===== src/rtl/pll_pkg.sv =====
// Shared definitions for the PLL reset sequencer: FSM state encoding,
// counter widths and a saturating increment helper.
package pll_pkg;

    // Sequencer states; the encoding is fixed so it can be probed externally.
    typedef enum logic [1:0] {
        WAIT_LOCK = 2'd0,
        HOLD      = 2'd1,
        RUN       = 2'd2,
        LOST      = 2'd3
    } pll_state_t;

    // Width of the lock-loss event counter.
    localparam int LOSS_CNT_W = 8;

    // Width of the internal lock qualification counter.
    localparam int HOLD_CNT_W = 16;

    // Increment that sticks at the all-ones value instead of wrapping.
    function automatic logic [LOSS_CNT_W-1:0] sat_inc(input logic [LOSS_CNT_W-1:0] value);
        logic [LOSS_CNT_W-1:0] result;
        result = (value == {LOSS_CNT_W{1'b1}}) ? value : value + 1'b1;
        return result;
    endfunction

endpackage


===== src/rtl/sync_ff.sv =====
// Multi-flop synchronizer for a single asynchronous level signal.
// All stages clear to 0 while resetn is low.
module sync_ff #(
    parameter int DEPTH = 2
) (
    input  logic clk,
    input  logic resetn,
    input  logic i_d,
    output logic o_q
);

    logic [DEPTH-1:0] r_sync;

    // Shift the asynchronous input through the flop chain.
    always_ff @(posedge clk or negedge resetn) begin
        if (!resetn) begin
            r_sync <= '0;
        end else begin
            r_sync <= {r_sync[DEPTH-2:0], i_d};
        end
    end

    assign o_q = r_sync[DEPTH-1];

endmodule


===== src/rtl/pll_reset_seq.sv =====
// PLL reset sequencer: synchronizes the PLL lock flag, qualifies it for
// HOLD_CYCLES consecutive cycles before releasing downstream reset, and
// reports lock losses.
// Optional feature: define PLL_RESET_SEQ_LOSS_COUNT_EN to build the
// saturating lock-loss counter and its clear_count input; otherwise
// loss_count is tied to 0 and clear_count is ignored.
module pll_reset_seq
    import pll_pkg::*;
#(
    parameter int SYNC_STAGES = 2,
    parameter int HOLD_CYCLES = 1024
) (
    input  logic                  clk,
    input  logic                  resetn,
    input  logic                  locked_in,
    input  logic                  clear_count,
    output logic                  sys_resetn,
    output logic                  ready,
    output logic                  lock_lost,
    output logic [LOSS_CNT_W-1:0] loss_count
);

    // Terminal count of the qualification counter.
    localparam logic [HOLD_CNT_W-1:0] HOLD_LAST = HOLD_CNT_W'(HOLD_CYCLES - 1);

    logic                  w_locked_s;
    pll_state_t            r_state;
    pll_state_t            w_state_next;
    logic [HOLD_CNT_W-1:0] r_hold_cnt;
    logic [HOLD_CNT_W-1:0] w_hold_cnt_next;

    // locked_in is asynchronous to clk; only the synchronized copy is used.
    sync_ff #(
        .DEPTH (SYNC_STAGES)
    ) u_sync_ff (
        .clk    (clk),
        .resetn (resetn),
        .i_d    (locked_in),
        .o_q    (w_locked_s)
    );

    // State and qualification counter registers.
    always_ff @(posedge clk or negedge resetn) begin
        if (!resetn) begin
            r_state    <= WAIT_LOCK;
            r_hold_cnt <= '0;
        end else begin
            r_state    <= w_state_next;
            r_hold_cnt <= w_hold_cnt_next;
        end
    end

    // Next-state and counter logic; any loss of lock during HOLD restarts
    // qualification from zero.
    always_comb begin
        w_state_next    = r_state;
        w_hold_cnt_next = r_hold_cnt;
        case (r_state)
            WAIT_LOCK: begin
                if (w_locked_s) begin
                    w_state_next    = HOLD;
                    w_hold_cnt_next = '0;
                end
            end
            HOLD: begin
                if (!w_locked_s) begin
                    w_state_next    = WAIT_LOCK;
                    w_hold_cnt_next = '0;
                end else if (r_hold_cnt == HOLD_LAST) begin
                    w_state_next    = RUN;
                    w_hold_cnt_next = '0;
                end else begin
                    w_hold_cnt_next = r_hold_cnt + 1'b1;
                end
            end
            RUN: begin
                if (!w_locked_s) begin
                    w_state_next = LOST;
                end
            end
            LOST: begin
                w_state_next = WAIT_LOCK;
            end
            default: begin
                w_state_next    = WAIT_LOCK;
                w_hold_cnt_next = '0;
            end
        endcase
    end

    // Outputs decode straight from the state register so reset drops them
    // immediately and without glitches.
    assign sys_resetn = (r_state == RUN);
    assign ready      = (r_state == RUN);
    assign lock_lost  = (r_state == LOST);

`ifdef PLL_RESET_SEQ_LOSS_COUNT_EN
    logic                  w_lost_entry;
    logic [LOSS_CNT_W-1:0] r_loss_cnt;

    assign w_lost_entry = (r_state == RUN) && !w_locked_s;

    // Saturating loss counter; a loss coinciding with a clear counts as the
    // first event after the clear.
    always_ff @(posedge clk or negedge resetn) begin
        if (!resetn) begin
            r_loss_cnt <= '0;
        end else if (w_lost_entry) begin
            r_loss_cnt <= clear_count ? LOSS_CNT_W'(1) : sat_inc(r_loss_cnt);
        end else if (clear_count) begin
            r_loss_cnt <= '0;
        end
    end

    assign loss_count = r_loss_cnt;
`else
    logic w_unused_clear;

    assign w_unused_clear = clear_count;
    assign loss_count     = '0;
`endif

endmodule


===== config.mk =====
export PLATFORM = sky130hd
export DESIGN_NAME = pll_reset_seq
export DESIGN_NICKNAME = d
export VERILOG_FILES = /design/src/rtl/pll_pkg.sv /design/src/rtl/sync_ff.sv /design/src/rtl/pll_reset_seq.sv
export SDC_FILE = /design/constraint.sdc
export NUM_CORES = 1
export LEC_CHECK = 0
export CORE_MARGIN = 2
export CORE_UTILIZATION = 60
export DETAILED_ROUTE_END_ITERATION = 10
export DONT_BUFFER_PORTS = 1
export GPL_ROUTABILITY_DRIVEN = 0
export PLACE_DENSITY = 0.76
export SYNTH_ARGS = -nofsm -noshare
export SYNTH_HDL_FRONTEND = slang
export SYNTH_SLANG_ARGS = --single-unit

===== constraint.sdc =====
create_clock -name clk -period 2 [get_ports clk]
set_clock_uncertainty 0.05 [all_clocks]
set_input_delay 0.4 -clock clk [delete_from_list [all_inputs] [get_ports clk]]
set_output_delay 0.4 -clock clk [all_outputs]
set_load 0.01 [all_outputs]

==> metrics.md <==
| Metric | Value |
|---|---|
| Rel. slew slack | between 40% and 50% |
| WP data required | 2.12 ns |
| Clk slew on worst S/H paths | between 0.1 and 0.15 ns |
| Startpoint Class | register |
| Post-synthesis cell area | about 0.0012 sq mm |
| Final WL | between 2000 and 2500 um |
| Power Total | 735.4 uW |
| Area post-placement | 0.001167 sq mm |
| Fmax | between 0.5 and 0.6 GHz |
| Chip Height | between 40 and 50 um |
| R2R Path End | r_hold_cnt[8]$_DFFE_PN0P_ |
| Layout Utilization | 62.50% |
| PwrDens | roughly 610 mW/mm^2 |
| Boundary pin count | 15 |
| Data arrival, critical path | between 1.5 and 2 ns |
| Flip-flop and latch count after synthesis | 20 |
| Synth top area share | approximately two fifths |
| Unique masters post-synth | 39 |
| Avg Vias per Cell | 5.771 |
| Critical path origin | r_hold_cnt[12]$_DFFE_PN0P_ |
| Via count | a little over 800 |
| Reg2reg setup slack | between 0.2 and 0.25 ns |
| PostCTS Resize Cnt | 0 |
| CTS H-tree lvls | 1 |
| Mapped Cells | 118 |
| Yosys top cell by area | dfrtp_1 |
| TritonCTS buffer count | 3 |
| Antenna diode count | 0 |
| Starting density of the core | a little over three fifths |
| Leak Pwr | slightly below 0.5 nW |
| Crit Path Max Fanout | 10 |
| Max-cap violations | 0 |
| Worst vdd ir | 390.6 uV |
| Crit. End Element | register |
| CTS tree | yes |
| Skew-Pair Late Insertion Delay | 0.29 ns |
| CTS Hold Bufs | 1 |
| DR iter-0 viols | 24 |
| Root buf cell | clkbuf_4 |
| Post-Route Setup TNS | 0 ns |
| Post-route ant nets | 0 |
| Crit path capture | r_hold_cnt[8]$_DFFE_PN0P_ |
| Maximum clock path buffer count | 2 |
| Final setup fails | 0 |
| Final period utilization | 89.75% |
| First-pass GRT wire length | roughly 3500 um |
| Post-route design area | ~0.0012 sq mm |
| Largest net degree at the start of global routing | 21 |
| GRT Residual Overflow | 0 |
| RSZ-0062 raised after global routing | no |
| Area grow syn2layout | -0.9196% |
| Worst Hold Class | in2reg |
| Total core area | 0.001942 sq mm |
| Most frequent cells in the layout | dfrtp_1 (20), nor2_1 (14), xnor2_1 (10) |
| Main flop type after synthesis | dfrtp_1 |
| YS warnings | 0 |
| Minimum clock period | about 1.8 ns |
| Layout cells sized above 1 | around an eighth |
| Horiz. Die Dim | roughly 49 um |
| Final nets | 123 |
| Max-slew violation count | 0 |
| Vias in the first global route | between 700 and 800 |
| Ys async rst share | 100.0% |
| Post-synthesis sequential area ratio | between 40% and 50% |
| Mapped Avg Cell Area | a little over 10 sq um |
| Pre-Repair DR Iteration Count | 4 |
| Rows | 16 |
| Die area | 0.002419 sq mm |
| Worst Reg-to-Reg Cells | 4 |
| Final Hold Viols | 0 |
| # clock sinks | 20 |
| WL/cell | 14.65 um |
| Buffers on Ports | 0 |
| Top cells by area in the synthesized netlist | dfrtp_1 (41%), xnor2_1 (7.2%), buf_4 (6.1%) |
| Total GRT Usage | between 10% and 20% |
| Launch point of the worst reg-to-reg path | r_hold_cnt[12]$_DFFE_PN0P_ |
| Commonest non-fill, non-tap cell in the layout | dfrtp_1 |
| EDFF count, synth | 0 |
| CP Class | reg2reg |
| Least-Margin Pin Slew | just under 0.9 ns |
| Initial antenna violation count | 0 |
| Status | finished, final reports clean |
| Remaining routing DRC violations | 0 |
| Dpl hpwl | around 1500 um |
| Setup bufs post-CTS | 0 |
==> flip-flops by register name (all words and copies together), names as in the netlist, named ones only <==
register / cells
u_sync_ff.r_sync: 2
r_hold_cnt: 16
r_state: 1
==> cell type report <==
class | instances | area (sq um)
fill | 171 | 728.2
multi-input combinational | 88 | 618.1
sequential | 20 | 500.5
clock buffer | 4 | 36.28
tap | 27 | 33.78
inverter | 4 | 15.01
timing repair buffer | 1 | 10.01
==> per-stage QoR <==
step,instances,worst slack [ns],hold WS [ns]
after floorplan,125,0.4397,0.05441
after global placement,139,0.2633,0.05472
after detailed placement,139,0.2099,0.05467
after CTS,144,0.1950,0.05578
after global routing,144,0.1191,0.04067
final,144,0.2050,0.07450
==> cells in the mapped netlist, drive strengths merged (2+ instances only) <==
master and instances:
and4 2, buf 13, dfrtp 20, inv 4, nand2 8, nand2b 4
nand3 4, nand4 4, nand4b 2, nor2 14, nor3 5, nor4 5
o211ai 2, o21ai 4, o31ai 2, xnor2 10
==> critical path, cell delays in order, from the launching register on <==
cell,delay [ns]
dfrtp_1,0.43
nor4_1,0.49
nand4b_2,0.21
a31oi_4,0.40
nor2_1,0.09
==> routing by layer <==
metal | vias up | wire [um] | global-route usage, %
met5 | - | 0 | 0
met4 | 0 | 17 | 6.667
met3 | 4 | 51 | 2.761
met2 | 21 | 1088 | 31.53
met1 | 408 | 950 | 25.40
li1 | 398 | - | -
==> worst min-delay path by stage <==
stage,cells past startpoint,slack [ns],startpoint,to
floorplan,0,0.05,resetn,async pin
global placement,0,0.05,resetn,u_sync_ff.r_sync[0]$_DFF_PN0_
detailed placement,0,0.05,resetn,u_sync_ff.r_sync[0]$_DFF_PN0_
CTS,0,0.06,locked_in,u_sync_ff.r_sync[0]$_DFF_PN0_
global route,0,0.04,locked_in,u_sync_ff.r_sync[0]$_DFF_PN0_
finish,0,0.07,locked_in,u_sync_ff.r_sync[0]$_DFF_PN0_
==> power by group <==
part	leakage (nW)	total [mW]	switching, mW	internal [mW]
Combinational	0.191	0.0694	0.0489	0.0205
Clock	0.0210	0.227	0.117	0.111
Sequential	0.272	0.439	0.0236	0.415
Total	0.483	0.735	0.189	0.546
==> cells by family after synthesis <==
| kind of cell | synth area share, % |
|---|---|
| xor+xnor | 7.150 |
| flops | 40.86 |
| buf+inv | 10.83 |
| mux | 1.736 |
| compound gates | 9.908 |
| fa+ha+maj | 1.021 |
| other cells | 0.3061 |
| simple gates | 28.19 |
(Power assumes the default switching activity.)
